## config.mk

```make
export PLATFORM = sky130hd
export DESIGN_NAME = result_collector
export DESIGN_NICKNAME = d
export VERILOG_FILES = /design/src/rtl/result_collector.sv
export SDC_FILE = /design/constraint.sdc
export NUM_CORES = 1
export LEC_CHECK = 0
export BUFFER_PORTS_ARGS = -buffer_cell sky130_fd_sc_hd__buf_2
export CORE_MARGIN = 10
export CORE_UTILIZATION = 24
export DETAILED_ROUTE_END_ITERATION = 12
export GPL_ROUTABILITY_DRIVEN = 1
export GPL_TIMING_DRIVEN = 0
export PLACE_DENSITY = 0.48
export SLEW_MARGIN = 20
export SYNTH_ARGS = -nofsm -noshare
export SYNTH_HDL_FRONTEND = slang
export SYNTH_SLANG_ARGS = --single-unit
```

## constraint.sdc

```tcl
create_clock -name clk -period 3.8 [get_ports clk]
set_input_delay 0.95 -clock clk [delete_from_list [all_inputs] [get_ports clk]]
set_output_delay 0.95 -clock clk [all_outputs]
set_load 0.02 [all_outputs]
```

## src/rtl/result_collector.sv

```systemverilog
// Result collector: captures controller result bursts into a FIFO and serves them
// to the MCU through a pulse-request/ack read port, with status, done and sticky error flags.
module result_collector #(
    parameter int DATA_W = 16,
    parameter int BUS_W  = 32,
    parameter int DEPTH  = 64,
    parameter bit SIGNED = 1'b1
) (
    input  logic              clk,
    input  logic              reset_n,
    input  logic              read,
    input  logic [DATA_W-1:0] res_data,
    input  logic [7:0]        column_size,
    input  logic              clr,
    input  logic              rd_req,
    output logic [BUS_W-1:0]  rd_data,
    output logic              rd_ack,
    output logic [31:0]       status,
    output logic              irq
);

    localparam int AW = $clog2(DEPTH);
    localparam int CW = AW + 1;

    typedef enum logic [1:0] {
        IDLE    = 2'd0,
        CAPTURE = 2'd1,
        DONE    = 2'd2
    } state_t;

    state_t            state_q;
    logic              read_q;
    logic [AW-1:0]     wr_ptr_q;
    logic [AW-1:0]     rd_ptr_q;
    logic [CW-1:0]     count_q;
    logic [CW-1:0]     count_d;
    logic [7:0]        captured_q;
    logic              ovf_q;
    logic              udf_q;
    logic              discard_q;
    logic              done_q;
    logic [BUS_W-1:0]  rd_data_q;
    logic              rd_ack_q;
    logic [DATA_W-1:0] mem_q [DEPTH];

    logic              start_s;
    logic              pop_s;
    logic              full_s;
    logic              push_s;
    logic              drop_s;
    logic [AW-1:0]     wr_addr_s;

    function automatic logic [BUS_W-1:0] extend(input logic [DATA_W-1:0] w);
        if (SIGNED) begin
            extend = BUS_W'($signed(w));
        end else begin
            extend = BUS_W'(w);
        end
    endfunction

    // Push/pop decode; a burst start flushes first, so full is judged on the empty FIFO
    always_comb begin
        start_s   = read && !read_q;
        pop_s     = rd_req && (count_q != CW'(0));
        full_s    = start_s ? 1'b0 : (count_q == CW'(DEPTH));
        push_s    = read && (!full_s || pop_s);
        drop_s    = read && full_s && !pop_s;
        wr_addr_s = start_s ? AW'(0) : wr_ptr_q;
        if (clr) begin
            count_d = CW'(0);
        end else if (start_s) begin
            count_d = CW'(1);
        end else begin
            count_d = count_q + CW'(push_s) - CW'(pop_s);
        end
    end

    // FIFO storage, written at the flush-adjusted write address
    always_ff @(posedge clk) begin
        if (push_s && !clr) begin
            mem_q[wr_addr_s] <= res_data;
        end
    end

    // Control FSM, pointers, counters, flags and the registered read port
    always_ff @(posedge clk or negedge reset_n) begin
        if (!reset_n) begin
            state_q    <= IDLE;
            read_q     <= 1'b0;
            wr_ptr_q   <= AW'(0);
            rd_ptr_q   <= AW'(0);
            count_q    <= CW'(0);
            captured_q <= 8'd0;
            ovf_q      <= 1'b0;
            udf_q      <= 1'b0;
            discard_q  <= 1'b0;
            done_q     <= 1'b0;
            rd_data_q  <= BUS_W'(0);
            rd_ack_q   <= 1'b0;
        end else begin
            read_q   <= read;
            rd_ack_q <= rd_req;
            count_q  <= count_d;
            if (clr) begin
                state_q    <= IDLE;
                wr_ptr_q   <= AW'(0);
                rd_ptr_q   <= AW'(0);
                captured_q <= 8'd0;
                ovf_q      <= 1'b0;
                udf_q      <= 1'b0;
                discard_q  <= 1'b0;
                done_q     <= 1'b0;
                if (rd_req) begin
                    rd_data_q <= BUS_W'(0);
                end
            end else begin
                if (rd_req) begin
                    rd_data_q <= pop_s ? extend(mem_q[rd_ptr_q]) : BUS_W'(0);
                    if (!pop_s) begin
                        udf_q <= 1'b1;
                    end
                end
                if (drop_s) begin
                    ovf_q <= 1'b1;
                end
                if (start_s) begin
                    wr_ptr_q   <= AW'(1);
                    rd_ptr_q   <= AW'(0);
                    captured_q <= 8'd1;
                    done_q     <= 1'b0;
                    state_q    <= CAPTURE;
                    if (count_q != CW'(0)) begin
                        discard_q <= 1'b1;
                    end
                end else begin
                    wr_ptr_q <= wr_ptr_q + AW'(push_s);
                    rd_ptr_q <= rd_ptr_q + AW'(pop_s);
                    if (read && (captured_q != 8'd255)) begin
                        captured_q <= captured_q + 8'd1;
                    end
                    case (state_q)
                        CAPTURE: begin
                            if (!read) begin
                                state_q <= DONE;
                                done_q  <= (captured_q == column_size);
                            end
                        end
                        DONE: begin
                            if (pop_s && (count_d == CW'(0))) begin
                                state_q <= IDLE;
                            end
                        end
                        default: state_q <= IDLE;
                    endcase
                end
            end
        end
    end

    assign rd_data = rd_data_q;
    assign rd_ack  = rd_ack_q;
    assign status  = {16'h0000, ovf_q, udf_q, discard_q, done_q, 4'h0, 8'(count_q)};
    assign irq     = (state_q == DONE) && (count_q != CW'(0));

endmodule

```

==> key figures <==
Outcome
  – Status: finished clean

Setup path
  – Most used cell, CP: o21ai_1
  – CP Class: reg -> reg
  – Register-to-register setup slack: 0.12 ns
  – WP buf/inv: 3
  – Stages on worst setup path: 7
  – CP Cell Sequence: buf_4, buf_2, clkbuf_1, o21ai_1, a221oi_1, o2111ai_1, o21ai_1
  – Critical path capture point: rd_data[8]$_DFFE_PN0P_
  – Worst reg-to-reg path cell count: 7
  – Data required, critical path: 4.43 ns
  – Worst-path maximum fanout: 10
  – Critical path's top delay family: compound AO/OA/AOI/OAI gates
  – Max stage delay on crit path: 1.02 ns
  – Worst r2r dst: rd_data[8]$_DFFE_PN0P_
  – Slowest-stage cell, CP: a221oi_1
  – Launching point of the worst reg2reg path: rd_ptr_q[2]$_DFF_PN0_
  – CP Launch Type: flip-flop
  – WP data arrival: 4.31 ns
  – Worst setup path start: rd_ptr_q[2]$_DFF_PN0_
  – Setup crit end kind: flip-flop

CTS
  – TritonCTS clock tree: done
  – CTS buffer count: 115
  – H-Tree Depth: 3
  – Root Driver: clkbuf_16
  – Later-pin clock latency in the skew report: 0.71 ns
  – Clk buf depth: 3
  – Clk slew on worst S/H paths: 0.06 ns
  – # clock sinks: 1075
  – Post-CTS Hold Buffers: 0

Detailed routing
  – First-pass iteration count of the detailed router: 5
  – Wl on met1: 53.2 mm
  – Post-route ant nets: 0
  – Avg WL per Cell: 25.7 microns
  – DR vias: 21459
  – WL final: 123 mm
  – Vias/cell: 4.49
  – DRC Markers: 0
  – First DRT Iteration DRCs: 2140
  – Top Metal Used: met5
  – WL met3: 8.00 mm
  – Met2 Wirelength: 58.0 mm

Timing
  – Setup TNS Final: 0 ns
  – Max-slew headroom at the worst pin: 0.240
  – Final Cycle Share: 0.969
  – Slew Viols, Final: 0
  – RSZ-0062 raised after global routing: false
  – Worst Max-Slew Pin Slew: 1.14 ns
  – Setup violations, final: 0
  – PnR worst setup slack: 0.118 ns
  – Final Skew: 0.0239 ns
  – Fmax achieved: 272 MHz
  – Final min period: 3.68 ns
  – Final count of hold timing violations: 0

Floorplanning
  – Die ar.: 192000 sq um
  – Die height: 438 microns
  – Core box area: 174000 sq um
  – Initial Util: 0.242
  – Num ports: 95
  – Die Wd: 438 microns
  – Row count: 153

Min path
  – Worst min path class: in -> async

Global route
  – Largest net degree at the start of global routing: 65
  – Initial antenna violation count: 7
  – Vias in the first global route: 21499
  – Grt ovf: 0
  – GRT Resource Usage Total: 0.125
  – Global-route wire length before repair: 172 mm

Place
  – Post-Place Cells: 4571
  – PortBufs: 73
  – DP HPWL: 84.2 mm
  – Routability cong.: 0.905
  – Worst slack, placed: -1.13 ns

Yosys
  – Mean Syn Cell Area: 20.1 sq um
  – Synth top area cells: edfxtp_1 (73%), mux4_2 (11%), dfrtp_1 (3.0%)
  – Seq/Total Area, Yosys: 0.762
  – Synth cell types: 50
  – Syn. warnings: 0
  – Yosys top cell area share: 0.732
  – Asr flop ratio synth: 0.0474
  – Synthesized instance count: 2096
  – Syn Std Cell Area: 42000 sq um
  – Post-synth EDFFs: 1024
  – Synth area leader: edfxtp_1
  – #FFs+latches synth: 1075
  – Synth Flop Type: edfxtp_1

Power
  – Leak: 0.0155 uW
  – PwrDens: 551 nW/um^2
  – Peak supply drop: 357 uV
  – Tot Pwr: 27700 uW

Job
  – Maxcap violations: 0

Final layout
  – Final-layout fill cell count: 17037
  – Area Overhead vs Synth: 19.3%
  – Layout Nets: 2407
  – Finished Layout Cells: 4780
  – Layout cell share with drive strength beyond 1: 0.275
worst min-delay path by stage:
stage | startpoint | endpoint | slack [ns] | depth (start not counted)
2_1_floorplan | udf_q$_DFFE_PN0P_ | udf_q$_DFFE_PN0P_ | 0.46 | 2
3_3_place_gp | ovf_q$_DFFE_PN0P_ | ovf_q$_DFFE_PN0P_ | 0.49 | 2
3_5_place_dp | discard_q$_DFFE_PN0P_ | discard_q$_DFFE_PN0P_ | 0.50 | 2
4_1_cts | reset_n | captured_q[3]$_DFFE_PN0P_ | 0.29 | 1
5_1_grt | reset_n | captured_q[7]$_DFFE_PN0P_ | 0.34 | 1
6_report | reset_n | captured_q[7]$_DFFE_PN0P_ | 0.31 | 1
cell usage after synthesis, types with 28 or more instances:
| cell type | n |
|---|---|
| o22ai_1 | 52 |
| a22oi_1 | 31 |
| a211oi_1 | 33 |
| buf_4 | 57 |
| nor2_1 | 106 |
| clkbuf_1 | 54 |
| dfrtp_1 | 51 |
| a221oi_1 | 28 |
| mux4_2 | 207 |
| mux2i_1 | 115 |
| edfxtp_1 | 1024 |
| nand2_1 | 64 |
state kept, by name, indices dropped and copies added (netlist names):
register / count
rd_ptr_q: 6
rd_data: 16
mem_q: 1024
wr_ptr_q: 6
count_q: 7
read_q: 1
done_q: 1
rd_ack: 1
ovf_q: 1
udf_q: 1
state_q: 2
captured_q: 8
discard_q: 1
what timing repair did:
item / CTS / global route
buffers inserted: 0 / 1
endpoints found under the setup margin: 602 / 598
pin swaps: 0 / 1
gates resized for setup: 6 / 13
through the flow:
step / utilization / hold slack [ns] / area (sq um)
2_1_floorplan: - / 0.464 / 42100
3_3_place_gp: 0.261 / 0.494 / 45400
3_5_place_dp: 0.267 / 0.502 / 46500
4_1_cts: 0.288 / 0.294 / 50100
5_1_grt: 0.288 / 0.344 / 50100
6_report: 0.288 / 0.308 / 50100
kinds of logic after synthesis:
group           after synthesis  share of synthesized area
compound gates              230                     0.0382
buf+inv                     180                     0.0252
simple gates                245                     0.0256
mux                         322                      0.138
xor+xnor                     28                    0.00584
flops                      1075                      0.762
fa+ha+maj                    15                    0.00464
other cells                   1                  0.0000892
cell type report:
| class | count | area (sq um) | area share |
|---|---|---|---|
| Clock buffer | 134 | 3010 | 0.0601 |
| Inverter | 27 | 101 | 0.00202 |
| Clock inverter | 74 | 533 | 0.0106 |
| Buffer | 152 | 955 | 0.0190 |
| Timing Repair Buffer | 131 | 1240 | 0.0247 |
| Tap cell | 2325 | 2910 | 0.0580 |
| Antenna cell | 1 | 2.50 | 0.0000499 |
| Sequential cell | 1075 | 32000 | 0.639 |
| Multi-Input combinational cell | 861 | 9360 | 0.187 |
report_power, final:
group | switching, uW | internal [uW] | total (uW)
registers | 136 | 13100 | 13200
logic | 2210 | 1580 | 3790
clock network | 4660 | 5980 | 10600
total | 7010 | 20600 | 27700
cell usage in the layout, fill, tap and decap left out, types with 27 or more instances in the layout:
cell type	instances
buf_4	75
buf_2	79
nor2_1	41
clkbuf_1	69
nor2_2	43
nand2_1	59
mux4_2	207
o22ai_1	52
mux2i_1	115
a211oi_1	33
dfrtp_1	51
clkinv_1	31
inv_1	27
clkbuf_16	118
buf_6	34
a221oi_1	28
edfxtp_1	1024
a22oi_1	31
layer usage:
metal | track usage | vias to the layer above
li1 | - | 9080
met1 | 0.170 | 11510
met2 | 0.201 | 692
met3 | 0.0236 | 167
met4 | 0.0355 | 10
met5 | 0 | -
worst reg2reg max path, stage by stage (launching register included):
cell       delay (ns)
dfrtp_1          0.39
buf_4            0.24
buf_2            0.47
clkbuf_1         0.72
o21ai_1          0.41
a221oi_1         1.03
o2111ai_1        0.22
o21ai_1          0.12
Note: power is estimated with default switching activity, not from simulation.
